[src/rtl/piezo_tune_seq_if.sv]
// Signal bundle between the alarm-tune sequencer, the alarm clock FSM
// and the external piezo duration counter.
interface piezo_tune_seq_if;
    // start/stop are single-cycle request pulses with no ready/ack: a start
    // is taken only when busy is low, a stop is taken in any busy state.
    // note_over is a level from the duration counter, sampled every cycle.
    logic        start;
    logic        stop;
    logic        note_over;
    logic        dur_clr;
    logic        dur_en;
    logic [15:0] note_per;
    logic [7:0]  note_dur;
    logic        piezo_en;
    logic [2:0]  note_idx;
    logic        busy;
    logic        done;
    logic [2:0]  seq_state;

    modport master (
        input  start, stop, note_over,
        output dur_clr, dur_en, note_per, note_dur, piezo_en,
               note_idx, busy, done, seq_state
    );

    modport slave (
        output start, stop, note_over,
        input  dur_clr, dur_en, note_per, note_dur, piezo_en,
               note_idx, busy, done, seq_state
    );
endinterface

[src/rtl/piezo_tune_seq.sv]
// Alarm-tune sequencer: walks an 8-note ROM, makes the 0.01 s tick and gaps.
// Optional tempo select (1x/2x/4x/8x) is enabled with PIEZO_TUNE_TEMPO_EN.
module piezo_tune_seq #(
    parameter int TICK_DIV  = 500000,
    parameter int GAP_TICKS = 5,
    parameter int REPEATS   = 3
) (
    input  logic clk,
    input  logic rst,
`ifdef PIEZO_TUNE_TEMPO_EN
    input  logic [1:0] tempo,
`endif
    piezo_tune_seq_if.master bus
);
    localparam int TW = $clog2(TICK_DIV + 1);
    localparam int GW = $clog2(GAP_TICKS + 1);

    typedef enum logic [2:0] {IDLE, LOAD, PLAY, GAP, DONE} state_t;

    state_t        state, state_nxt;
    logic [TW-1:0] tick_cnt;
    logic [TW-1:0] tick_term;
    logic          tick;
    logic [GW-1:0] gap_cnt, gap_nxt;
    logic [7:0]    rep_cnt, rep_nxt;
    logic [2:0]    idx_q, idx_nxt;
    logic [15:0]   per_q;
    logic [7:0]    dur_q;
    logic          clr_q;
    logic          pz_q;
    logic          done_q;
    logic          abort;

`ifdef PIEZO_TUNE_TEMPO_EN
    logic [1:0] tempo_q;
    assign tick_term = TW'((TICK_DIV >> tempo_q) - 1);
`else
    assign tick_term = TW'(TICK_DIV - 1);
`endif

    assign tick = (tick_cnt == tick_term);

    // {period, duration}; index 7 is a rest
    function automatic logic [23:0] rom(input logic [2:0] i);
        case (i)
            3'd0:    rom = {16'd47778, 8'd20};
            3'd1:    rom = {16'd37922, 8'd20};
            3'd2:    rom = {16'd31888, 8'd20};
            3'd3:    rom = {16'd23889, 8'd40};
            3'd4:    rom = {16'd31888, 8'd20};
            3'd5:    rom = {16'd37922, 8'd20};
            3'd6:    rom = {16'd47778, 8'd40};
            default: rom = {16'd0,     8'd30};
        endcase
    endfunction

    always_comb begin
        state_nxt = state;
        idx_nxt   = idx_q;
        rep_nxt   = rep_cnt;
        gap_nxt   = gap_cnt;
        abort     = 1'b0;
        if (state != IDLE && bus.stop) begin
            state_nxt = IDLE;
            abort     = 1'b1;
        end else begin
            case (state)
                IDLE: begin
                    if (bus.start && !bus.stop) begin
                        state_nxt = LOAD;
                        idx_nxt   = 3'd0;
                        rep_nxt   = 8'd0;
                    end
                end
                LOAD: state_nxt = PLAY;
                PLAY: begin
                    if (bus.note_over) begin
                        state_nxt = GAP;
                        gap_nxt   = '0;
                    end
                end
                GAP: begin
                    if (tick) begin
                        if (gap_cnt == GW'(GAP_TICKS - 1)) begin
                            if (idx_q != 3'd7) begin
                                idx_nxt   = idx_q + 3'd1;
                                state_nxt = LOAD;
                            end else if (REPEATS == 0 || int'(rep_cnt) < REPEATS - 1) begin
                                // rep_cnt only matters for finite REPEATS; saturate for endless mode
                                if (rep_cnt != 8'hFF) rep_nxt = rep_cnt + 8'd1;
                                idx_nxt   = 3'd0;
                                state_nxt = LOAD;
                            end else begin
                                state_nxt = DONE;
                            end
                        end else begin
                            gap_nxt = gap_cnt + GW'(1);
                        end
                    end
                end
                DONE:    state_nxt = IDLE;
                default: state_nxt = IDLE;
            endcase
        end
    end

    always_ff @(posedge clk) begin
        if (rst) begin
            state    <= IDLE;
            tick_cnt <= '0;
            gap_cnt  <= '0;
            rep_cnt  <= '0;
            idx_q    <= '0;
            per_q    <= '0;
            dur_q    <= '0;
            clr_q    <= 1'b0;
            pz_q     <= 1'b0;
            done_q   <= 1'b0;
`ifdef PIEZO_TUNE_TEMPO_EN
            tempo_q  <= '0;
`endif
        end else begin
            state   <= state_nxt;
            gap_cnt <= gap_nxt;
            rep_cnt <= rep_nxt;
            idx_q   <= idx_nxt;
            // Held at 0 through LOAD so PLAY and GAP both start a fresh tick period
            if (state == LOAD || state_nxt == LOAD || (state == PLAY && state_nxt == GAP))
                tick_cnt <= '0;
            else if (tick)
                tick_cnt <= '0;
            else
                tick_cnt <= tick_cnt + TW'(1);
            if (state_nxt == LOAD)
                {per_q, dur_q} <= rom(idx_nxt);
            clr_q  <= (state_nxt == LOAD) || (state_nxt == GAP) || abort;
            pz_q   <= (state_nxt == PLAY) && (per_q != 16'd0);
            done_q <= (state_nxt == DONE);
`ifdef PIEZO_TUNE_TEMPO_EN
            if (state == IDLE && state_nxt == LOAD)
                tempo_q <= tempo;
`endif
        end
    end

    assign bus.dur_clr   = clr_q;
    assign bus.dur_en    = tick && (state == PLAY);
    assign bus.note_per  = per_q;
    assign bus.note_dur  = dur_q;
    assign bus.piezo_en  = pz_q;
    assign bus.note_idx  = idx_q;
    assign bus.busy      = (state != IDLE);
    assign bus.done      = done_q;
    assign bus.seq_state = state;
endmodule

[src/flat_wrapper.sv]
// flat-port wrapper written by rule: the top's interface ports become plain ports
module piezo_tune_seq_flat 
#(
    parameter int TICK_DIV  = 500000,
    parameter int GAP_TICKS = 5,
    parameter int REPEATS   = 3
)
  (clk, rst, bus_start, bus_stop, bus_note_over, bus_dur_clr, bus_dur_en, bus_note_per, bus_note_dur, bus_piezo_en, bus_note_idx, bus_busy, bus_done, bus_seq_state);
  piezo_tune_seq_if bus_i ();
  input  logic clk;
  input  logic rst;
  input wire logic [$bits(bus_i.start)-1:0] bus_start;
  input wire logic [$bits(bus_i.stop)-1:0] bus_stop;
  input wire logic [$bits(bus_i.note_over)-1:0] bus_note_over;
  output wire logic [$bits(bus_i.dur_clr)-1:0] bus_dur_clr;
  output wire logic [$bits(bus_i.dur_en)-1:0] bus_dur_en;
  output wire logic [$bits(bus_i.note_per)-1:0] bus_note_per;
  output wire logic [$bits(bus_i.note_dur)-1:0] bus_note_dur;
  output wire logic [$bits(bus_i.piezo_en)-1:0] bus_piezo_en;
  output wire logic [$bits(bus_i.note_idx)-1:0] bus_note_idx;
  output wire logic [$bits(bus_i.busy)-1:0] bus_busy;
  output wire logic [$bits(bus_i.done)-1:0] bus_done;
  output wire logic [$bits(bus_i.seq_state)-1:0] bus_seq_state;
  assign bus_i.start = bus_start;
  assign bus_i.stop = bus_stop;
  assign bus_i.note_over = bus_note_over;
  assign bus_dur_clr = bus_i.dur_clr;
  assign bus_dur_en = bus_i.dur_en;
  assign bus_note_per = bus_i.note_per;
  assign bus_note_dur = bus_i.note_dur;
  assign bus_piezo_en = bus_i.piezo_en;
  assign bus_note_idx = bus_i.note_idx;
  assign bus_busy = bus_i.busy;
  assign bus_done = bus_i.done;
  assign bus_seq_state = bus_i.seq_state;
  piezo_tune_seq #(.TICK_DIV(TICK_DIV), .GAP_TICKS(GAP_TICKS), .REPEATS(REPEATS)) u_core (.clk(clk), .rst(rst), .bus(bus_i));
endmodule
[config.mk]
export PLATFORM = sky130hd
export DESIGN_NAME = piezo_tune_seq_flat
export DESIGN_NICKNAME = d
export VERILOG_FILES = /design/src/rtl/piezo_tune_seq_if.sv /design/src/rtl/piezo_tune_seq.sv /design/src/flat_wrapper.sv
export SDC_FILE = /design/constraint.sdc
export NUM_CORES = 1
export LEC_CHECK = 0
export CAP_MARGIN = 20
export CORE_ASPECT_RATIO = 1.5
export CORE_UTILIZATION = 45
export DETAILED_ROUTE_END_ITERATION = 6
export PLACE_DENSITY = 0.67
export SLEW_MARGIN = 20
export SYNTH_ARGS = -nofsm -noshare
export SYNTH_HDL_FRONTEND = slang
export SYNTH_SLANG_ARGS = --single-unit
[constraint.sdc]
create_clock -name clk -period 7.9 [get_ports clk]
set_input_delay 1.185 -clock clk [delete_from_list [all_inputs] [get_ports clk]]
set_output_delay 1.185 -clock clk [all_outputs]
set_load 0.1 [all_outputs]
==> impl_metrics.yaml, run 1 <==
cts:
  cts_buffer_depth: 2
  number_of_buffers_added_by_the_clock_tree_synthesis_step: 5
  clk_root_buffer_cell: "sky130_fd_sc_hd__clkbuf_8"
  clock_sink_count: 51
  cts.hold.buffers_added: 0
  cts_post_setup_buffers_inserted: 0
  cts_tree: "built"
  cts_resized: 0
  worst_setup_hold_path_clk_slew_ns: 0.10
  clock_latency_ns: 0.32
  cts_htree_levels: 2
placement:
  portBuffers: 34
  detailedPlacementHpwl_mm: 3.825
  place.detailed.instances: 377
  dpl_worst_slack_ns: 3.799
  gpl.final_weighted_congestion: 0.8571
  postPlaceCellArea_um2: 2761
route:
  route.antenna.remaining_nets: 0
  totalWireLength_mm: 5.107
  drcViolationCount: 0
  dr.first_iter.drc_count: 63
  vias_per_cell: 5.317
  routed-via-count: 2047
  drt-pass1-iter-count: 4
  avgRoutedWirePerCell_um: 13.26
timing:
  holdWs_ns: 0.4534
  rsz0062_at_grt: "no"
  worst_slew_margin_rel: 0.3423
  fin_ws_ns: 3.452
  layout_min_cycle_time_ns: 4.448
  number_of_failing_hold_endpoints_at_the_final_stage: 0
  fin_skew_ns: 0.01433
  min_period_over_period: 0.5631
  timing.fmax_mhz: 224.8
  finalMaxSlewViolations: 0
  worst_slew_pin_slew_ns: 0.9835
  finalSetupViolCount: 0
  timing.setup.tns_ns: 0
synthesis:
  synth.cells.most_frequent: "sky130_fd_sc_hd__dfxtp_1, sky130_fd_sc_hd__nor2_1, sky130_fd_sc_hd__nand2_1, sky130_fd_sc_hd__nand3_1, sky130_fd_sc_hd__xor2_1"
  synth.distinct_cells: 44
  ys_dominant_reg_cell: "sky130_fd_sc_hd__dfxtp_1"
  synth_largest_type_area_fraction: 0.4157
  post-synth-top-count-cell: "sky130_fd_sc_hd__dfxtp_1"
  synthesis.yosys.warnings: 0
  syn_area_per_cell_um2: 8.354
  synth_sequential_area_ratio: 0.4157
  post-synth-top-area-cell: "sky130_fd_sc_hd__dfxtp_1"
  synthArstFlopShare: 0
  synth.area.top_cells: "sky130_fd_sc_hd__dfxtp_1, sky130_fd_sc_hd__nor2_1, sky130_fd_sc_hd__xor2_1, sky130_fd_sc_hd__nand2_1, sky130_fd_sc_hd__buf_4"
  ys_seq_elements: 51
  synth.cell_area_um2: 2456
  synth-edff-count: 0
  gate_count_of_the_mapped_netlist: 294
global_route:
  grt_first_pass_wirelength_mm: 8.852
  initial_antenna_violation_count: 0
  grt_busiest_layer: "met2"
  grt.met2_usage: 0.3745
  grtUsageMet1: 0.1924
  globalRouteMet3Util: 0.03202
  grt_overflow_total: 0
  number_of_global_route_vias_before_repair: 2059
  grt_max_degree: 20
  grt_usage: 0.1907
final_layout:
  final_core_utilization: 0.5488
  finalNetCount: 327
  num_antenna_cells: 0
  stdcell_count: 385
  drive_gt1_frac: 0.04732
  synthToLayoutAreaGrowth_pct: 16.30
  design_area_um2: 2856
setup_path:
  critPathRequiredTime_ns: 6.71
  worstSetupStartpointType: "register"
  cp.arrival_ns: 3.26
  crit_path_end_kind: "primary output"
  critPathMaxFanout: 8
  crit_type: "reg -> out"
flow_run:
  maxCapViolCount: 0
min_path:
  hold_path.class: "reg -> reg"
die:
  core-area_um2: 5205
  start_util: 0.4719
  die_h_um: 92.48
  row_count: 32
  total_die_area_um2: 5763
  design.portCount: 40
  dieWidth_um: 62.32
power_and_ir_drop:
  cell_pwr_density_nw_per_um2: 181.4
  totalPowerFinal_mw: 0.5181
  p_leak_nw: 1.033
  worst_ir_drop_vdd_v: 0.0001315
status:
  outcome: "completed"
==> worst paths after layout <==
check | start | endpoint | slack (ns) | depth (start not counted)
worst max-delay path | u_core.tick_cnt[6] | bus_dur_en | 3.45 | 4
worst min register to register | u_core.bus.note_dur[1] | u_core.bus.note_dur[1] | 0.45 | 2
worst max register to register | u_core.tick_cnt[6] | u_core.bus.note_dur[3] | 4.64 | 7
worst min-delay path | u_core.bus.note_dur[1] | u_core.bus.note_dur[1] | 0.45 | 2
==> layout make-up <==
class                   instances  area (µm²)
repair buffers                 34       340.3
fillers                       507        2349
flip-flops and latches         51        1021
clock buffers                   7       86.33
multi-input cells             214        1277
inverters                      10       37.54
well taps                      68       85.08
clock inverters                 1       8.758
==> metal layers <==
metal	part of all wire	vias up	routed length [µm]
li1	-	1051	-
met1	0.39	947	2014
met2	0.56	43	2854
met3	0.033	6	166
met4	0.014	0	72
met5	0	-	0
==> worst max-delay path: stages, from the launching register on <==
cell,delay (ns)
sky130_fd_sc_hd__dfxtp_1,0.36
sky130_fd_sc_hd__or4b_1,0.50
sky130_fd_sc_hd__or4_1,0.56
sky130_fd_sc_hd__nor4_1,0.34
sky130_fd_sc_hd__clkdlybuf4s50_1,1.20
==> flip-flops by register name (all words and copies together), names as in the netlist <==
signal / cells
u_core.tick_cnt: 19
u_core.bus.note_per: 8
u_core.rep_cnt: 8
u_core.bus.note_dur: 4
u_core.bus.note_idx: 3
u_core.bus.seq_state: 3
u_core.gap_cnt: 3
u_core.bus.done: 1
u_core.bus.dur_clr: 1
u_core.bus.piezo_en: 1
==> cell usage in the layout, fill, tap and decap left out, types with 2 or more instances in the layout <==
| master | netlist | layout |
|---|---|---|
| sky130_fd_sc_hd__nand3_1 | 17 | 17 |
| sky130_fd_sc_hd__nor2_1 | 41 | 41 |
| sky130_fd_sc_hd__conb_1 | 1 | 5 |
| sky130_fd_sc_hd__o21a_1 | 6 | 6 |
| sky130_fd_sc_hd__nand4_1 | 9 | 9 |
| sky130_fd_sc_hd__xnor2_1 | 6 | 6 |
| sky130_fd_sc_hd__a21oi_1 | 8 | 8 |
| sky130_fd_sc_hd__nand2_1 | 30 | 30 |
| sky130_fd_sc_hd__or4_1 | 4 | 4 |
| sky130_fd_sc_hd__inv_1 | 10 | 10 |
| sky130_fd_sc_hd__clkbuf_8 | 0 | 6 |
| sky130_fd_sc_hd__nand3b_1 | 2 | 2 |
| sky130_fd_sc_hd__xor2_1 | 15 | 15 |
| sky130_fd_sc_hd__and3_1 | 4 | 4 |
| sky130_fd_sc_hd__clkdlybuf4s50_1 | 0 | 34 |
| sky130_fd_sc_hd__or2_2 | 3 | 3 |
| sky130_fd_sc_hd__and2_1 | 3 | 3 |
| sky130_fd_sc_hd__nor4_1 | 6 | 6 |
| sky130_fd_sc_hd__nor4b_1 | 2 | 2 |
| sky130_fd_sc_hd__mux2i_1 | 2 | 2 |
| sky130_fd_sc_hd__a32o_1 | 2 | 2 |
| sky130_fd_sc_hd__dfxtp_1 | 51 | 51 |
| sky130_fd_sc_hd__and4_1 | 4 | 4 |
| sky130_fd_sc_hd__nor3_1 | 8 | 8 |
| sky130_fd_sc_hd__ha_1 | 6 | 6 |
| sky130_fd_sc_hd__or3_1 | 2 | 2 |
| sky130_fd_sc_hd__o21ai_0 | 8 | 8 |
| sky130_fd_sc_hd__a31oi_1 | 3 | 3 |
| sky130_fd_sc_hd__o21ai_1 | 2 | 2 |
| sky130_fd_sc_hd__a211o_1 | 3 | 3 |
==> power breakdown <==
part | switching, mW | internal, mW
clock | 0.0883 | 0.0719
combinational | 0.0721 | 0.0189
sequential | 0.00468 | 0.262
total | 0.165 | 0.353
==> logic make-up (layout without fill, tap and decap cells) <==
| family | after synthesis | in the layout | synth area share |
|---|---|---|---|
| and+or+nand+nor | 142 | 142 | 0.2934 |
| AOI/OAI and AO/OA | 38 | 38 | 0.1055 |
| buffers and inverters | 33 | 52 | 0.07030 |
| DFF | 51 | 51 | 0.4157 |
| muxes | 2 | 2 | 0.008151 |
| other | 1 | 5 | 0.001527 |
| adders and majority gates | 6 | 6 | 0.03056 |
| xor gates and xnor gates | 21 | 21 | 0.07489 |
No activity file was read; power rests on OpenSTA's default activity.
==> run 2, diff against run 1 <==
==> constraint.sdc (replaced) <==
create_clock -name clk -period 4.2 [get_ports clk]
set_input_delay 0.63 -clock clk [delete_from_list [all_inputs] [get_ports clk]]
set_output_delay 0.63 -clock clk [all_outputs]
set_load 0.1 [all_outputs]
==> run 2 against run 1 <==
  * Worst setup slack lost 2.6 ns
  * Clock-buffer cell count shrank 1
  * Sequential power grew 88%
  * Critical path type is now reg -> reg
  * Largest cell class unchanged
==> impl_metrics.yaml, run 2 (synthesis gave the netlist of run 1 again) <==
power_and_ir_drop:
  power_share_of_the_clock_group: 0.275
  power_switching_mw: 0.2897
  power_frac_comb: 0.185
  totalPowerFinal_mw: 0.9304
  p_sw_frac: 0.3114
  p_leak_nw: 1.029
  cell_pwr_density_nw_per_um2: 327.0
  p_seq_frac: 0.540
  worst_ir_drop_vdd_v: 0.0002155
  p_int_mw: 0.6407
final_layout:
  synthToLayoutAreaGrowth_pct: 15.84
  filler_cell_count: 519
  max_reg_flops: 19
  drive_gt1_frac: 0.05063
  num_antenna_cells: 0
  most-common-layout-cells: "sky130_fd_sc_hd__dfxtp_1, sky130_fd_sc_hd__nor2_1, sky130_fd_sc_hd__clkdlybuf4s50_1"
  registers.top_by_ff_count: "u_core.tick_cnt"
  finalNetCount: 328
  final_common_cell: "sky130_fd_sc_hd__dfxtp_1"
setup_path:
  worstSetupStartpointType: "register"
  cp.arrival_ns: 3.50
  critPathRequiredTime_ns: 4.40
  crit_type: "reg -> reg"
  crit_path_end_kind: "register"
  critPathMaxFanout: 12
die:
  start_util: 0.4719
  design.portCount: 40
  die_h_um: 92.48
  row_count: 32
  dieWidth_um: 62.32
  total_die_area_um2: 5763
  core-area_um2: 5205
timing:
  finalMaxSlewViolations: 0
  timing.setup.tns_ns: 0
  fin_skew_ns: 0.01284
  worst_slew_margin_rel: 0.3514
  finalSetupViolCount: 0
  layout_min_cycle_time_ns: 3.301
  worst_slew_pin_slew_ns: 0.9698
  min_period_over_period: 0.7859
  timing.fmax_mhz: 303.0
  rsz0062_at_grt: "no"
  number_of_failing_hold_endpoints_at_the_final_stage: 0
cts:
  cts.hold.buffers_added: 0
  clock_latency_ns: 0.31
  cts_tree: "built"
  worst_setup_hold_path_clk_slew_ns: 0.08
  cts_post_setup_buffers_inserted: 0
  number_of_buffers_added_by_the_clock_tree_synthesis_step: 5
  clock_sink_count: 51
  cts_htree_levels: 2
  clk_root_buffer_cell: "sky130_fd_sc_hd__clkbuf_8"
  cts_buffer_depth: 2
  cts_resized: 0
route:
  avgRoutedWirePerCell_um: 13.09
  route.antenna.remaining_nets: 0
  totalWireLength_mm: 5.027
  drt-pass1-iter-count: 4
  dr.first_iter.drc_count: 57
  routed-via-count: 2063
  vias_per_cell: 5.372
  drcViolationCount: 0
global_route:
  grt_overflow_total: 0
  grt_usage: 0.1943
  number_of_global_route_vias_before_repair: 2038
  grt_max_degree: 20
  initial_antenna_violation_count: 0
  grt_first_pass_wirelength_mm: 8.942
placement:
  portBuffers: 34
  gpl.final_weighted_congestion: 0.8204
  detailedPlacementHpwl_mm: 3.788
min_path:
  hold_path.class: "reg -> reg"
flow_run:
  maxCapViolCount: 0
status:
  outcome: "completed"
## run 2: metrics by stage
stage	worst slack, ns	hold slack (ns)	area, µm²	util	std cells
2_1_floorplan	0.4945	0.4175	2477	-	298
3_3_place_gp	0.8871	0.4304	2773	0.5327	378
3_5_place_dp	0.8582	0.4433	2773	0.5327	378
4_1_cts	0.8943	0.4549	2845	0.5466	384
5_1_grt	0.7330	0.4767	2845	0.5466	384
6_report	0.8993	0.4475	2845	0.5466	384
## run 2: power groups by stage
| stage | clock [mW] | combinational [mW] | sequential, mW |
|---|---|---|---|
| floorplan | 0 | 0.0993 | 0.560 |
| global placement | 0 | 0.173 | 0.513 |
| detailed placement | 0 | 0.173 | 0.513 |
| CTS | 0.270 | 0.173 | 0.502 |
| global route | 0.287 | 0.181 | 0.505 |
| finish | 0.256 | 0.172 | 0.502 |
## run 2: worst paths after layout
check / from / endpoint / slack (ns) / depth (start not counted)
setup / recovery: u_core.tick_cnt[6] / u_core.bus.note_dur[3] / 0.90 / 7
hold / removal: u_core.tick_cnt[0] / u_core.tick_cnt[0] / 0.45 / 1
setup reg to reg: u_core.tick_cnt[6] / u_core.bus.note_dur[3] / 0.90 / 7
hold reg to reg: u_core.tick_cnt[0] / u_core.tick_cnt[0] / 0.45 / 1
## run 2: routing by layer
metal	vias to the layer above	global-route usage	routed length, µm
met4	0	0.09690	117
li1	1047	-	-
met2	36	0.3709	2693
met1	968	0.1968	2072
met5	-	0	0
met3	12	0.03941	143
## run 2: final cells by class
type                       instances  area (µm²)  share of cell area
sequential                        51        1021              0.3588
timing repair buffer              35       345.3              0.1214
inverter                          10       37.54             0.01319
tap                               68       85.08             0.02990
multi-input combinational        214        1284              0.4512
clock buffer                       6       72.57             0.02551
## run 2: worst max-delay path, stage by stage (launching register included)
cell	delay (ns)
sky130_fd_sc_hd__dfxtp_1	0.35
sky130_fd_sc_hd__or4b_1	0.50
sky130_fd_sc_hd__or4_1	0.57
sky130_fd_sc_hd__or4_4	0.59
sky130_fd_sc_hd__a211o_1	0.48
sky130_fd_sc_hd__a21boi_2	0.37
sky130_fd_sc_hd__nand2_1	0.10
sky130_fd_sc_hd__a32o_1	0.23
==> run 3, diff against run 2 <==
==> constraint.sdc (replaced) <==
create_clock -name clk -period 3.35 [get_ports clk]
set_input_delay 0.5025 -clock clk [delete_from_list [all_inputs] [get_ports clk]]
set_output_delay 0.5025 -clock clk [all_outputs]
set_load 0.1 [all_outputs]
==> run 3 against run 2 <==
  * Worst hold slack better by 0.0060 ns
  * Critical path depth is 1 higher
  * Total power is 44% higher
  * Clock-buffer cell count stayed put
  * Largest power group unchanged
  * Cell count is 2.3% higher
  * Largest cell class unchanged
  * Via count is 1.7% higher
==> impl_metrics.yaml, run 3 (synthesis gave the netlist of run 1 again) <==
status:
  outcome: "completed"
cts:
  number_of_buffers_added_by_the_clock_tree_synthesis_step: 5
  cts_buffer_depth: 2
  clk_root_buffer_cell: "sky130_fd_sc_hd__clkbuf_8"
  cts_tree: "built"
  clock_latency_ns: 0.31
  clock_sink_count: 51
  cts_resized: 0
  worst_setup_hold_path_clk_slew_ns: 0.09
  cts_post_setup_buffers_inserted: 0
  cts_htree_levels: 2
  cts.hold.buffers_added: 0
route:
  drt-pass1-iter-count: 4
  avgRoutedWirePerCell_um: 13.33
  route.antenna.remaining_nets: 0
  wirelength_met1_mm: 2.062
  met3_wirelength_um: 142
  detailroute.wirelength.met2_mm: 2.894
  highest-signal-layer: "met4"
  drcViolationCount: 0
  vias_per_cell: 5.338
  dr.first_iter.drc_count: 67
  totalWireLength_mm: 5.239
  routed-via-count: 2098
setup_path:
  crit_type: "reg -> reg"
  rrSetupSlack_ns: 0.23
  worstReg2RegStart: "u_core.tick_cnt[6]"
  cp.arrival_ns: 3.33
  regToRegEndpoint: "u_core.bus.note_per[12]"
  critPathRequiredTime_ns: 3.55
  critPathMaxFanout: 12
  crit_path_end_kind: "register"
  reg2reg_depth: 8
  worstSetupStartpointType: "register"
placement:
  detailedPlacementHpwl_mm: 3.988
  gpl.final_weighted_congestion: 0.8522
  portBuffers: 34
final_layout:
  most-common-layout-cells: "sky130_fd_sc_hd__dfxtp_1, sky130_fd_sc_hd__nor2_1, sky130_fd_sc_hd__nand2_1, sky130_fd_sc_hd__clkdlybuf4s50_1, sky130_fd_sc_hd__nand3_1"
  num_antenna_cells: 0
  final_core_utilization: 0.5709
  synthToLayoutAreaGrowth_pct: 20.99
  drive_gt1_frac: 0.08615
  finalNetCount: 335
  registers.top_by_ff_count: "u_core.tick_cnt"
  filler_cell_count: 487
  final_common_cell: "sky130_fd_sc_hd__dfxtp_1"
  seqCellArea_um2: 1021
  multi_input_area_um2: 1292
  max_reg_flops: 19
power_and_ir_drop:
  cell_pwr_density_nw_per_um2: 452.2
  worst_ir_drop_vdd_v: 0.0002326
  power_switching_mw: 0.3794
  p_sw_frac: 0.2823
  p_leak_nw: 1.100
  p_seq_frac: 0.468
  p_int_mw: 0.9643
  power_frac_comb: 0.164
  power_share_of_the_clock_group: 0.368
die:
  die_h_um: 92.48
  row_count: 32
  total_die_area_um2: 5763
  design.portCount: 40
  core-area_um2: 5205
  dieWidth_um: 62.32
  start_util: 0.4719
min_path:
  min_path_cells: 1
  hold_path_startpoint: "u_core.tick_cnt[0]"
  hold_path.class: "reg -> reg"
  min_delay_worst_endpoint: "u_core.tick_cnt[0]"
timing:
  worst_slew_pin_slew_ns: 0.9774
  rsz0062_at_grt: "no"
  worst_slew_margin_rel: 0.3464
  finalSetupViolCount: 0
  min_period_over_period: 0.9322
  layout_min_cycle_time_ns: 3.123
  fin_skew_ns: 0.01153
  timing.setup.tns_ns: 0
  finalMaxSlewViolations: 0
  timing.fmax_mhz: 320.2
  number_of_failing_hold_endpoints_at_the_final_stage: 0
global_route:
  grt_max_degree: 20
  grt_overflow_total: 0
  grt_first_pass_wirelength_mm: 9.177
  initial_antenna_violation_count: 0
  number_of_global_route_vias_before_repair: 2025
  grt_usage: 0.1999
flow_run:
  maxCapViolCount: 0
## run 3: cell count changes in the layout (fill, tap and decap cells not counted), sizes merged
cell	delta
buf	+10
bufinv	+2
clkdlybuf4s50	-3
## run 3: layout make-up
| type | instances | share of cell area |
|---|---|---|
| clock buffers | 6 | 0.02442 |
| clock inverters | 2 | 0.02021 |
| multi-input cells | 214 | 0.4349 |
| inverters | 10 | 0.01263 |
| well taps | 68 | 0.02863 |
| flip-flops and latches | 51 | 0.3436 |
| repair buffers | 42 | 0.1356 |
## run 3: worst max path at each step
stage	from	end	slack [ns]	cells after the start
3_5_place_dp	u_core.tick_cnt[6]	u_core.bus.note_per[12]	0.30	8
6_report	u_core.tick_cnt[6]	u_core.bus.note_per[12]	0.23	8
5_1_grt	u_core.tick_cnt[13]	u_core.bus.note_per[11]	0.09	7
3_3_place_gp	u_core.tick_cnt[6]	u_core.bus.note_per[12]	0.32	8
2_1_floorplan	u_core.bus.seq_state[1]	u_core.bus.note_per[12]	0.33	7
4_1_cts	u_core.tick_cnt[6]	u_core.bus.note_per[12]	0.25	8
## run 3: metrics by stage
stage               worst slack [ns]  total power [mW]  instance area, µm²  instances  hold WS (ns)
floorplan                     0.3347            0.8268                2486        298        0.4175
global placement              0.3191            0.8633                2839        385        0.4326
detailed placement            0.2996            0.8641                2839        385        0.4437
CTS                           0.2495             1.360                2972        393        0.4632
global route                 0.09450             1.392                2972        393        0.4832
finish                        0.2273             1.344                2972        393        0.4535
## run 3: layer usage
layer / up-vias / GRT usage
met1: 985 / 0.1959
met3: 12 / 0.04433
met5: - / 0
met4: 0 / 0.09302
li1: 1062 / -
met2: 39 / 0.3901
## run 3: power groups by stage
stage	registers [mW]	clock network (mW)	logic (mW)
after floorplan	0.702	0	0.125
after global placement	0.644	0	0.219
after detailed placement	0.644	0	0.220
after CTS	0.630	0.510	0.221
after global routing	0.633	0.529	0.231
final	0.629	0.494	0.220
## run 3: worst max-delay path, cell delays in order, from the launching register on
cell and delay (ns):
sky130_fd_sc_hd__dfxtp_1 0.36, sky130_fd_sc_hd__or4b_1 0.51, sky130_fd_sc_hd__or4_1 0.43, sky130_fd_sc_hd__buf_4 0.19, sky130_fd_sc_hd__nor4_2 0.41, sky130_fd_sc_hd__a211o_1 0.39
sky130_fd_sc_hd__a21boi_2 0.18, sky130_fd_sc_hd__or3_1 0.42, sky130_fd_sc_hd__o211a_1 0.13
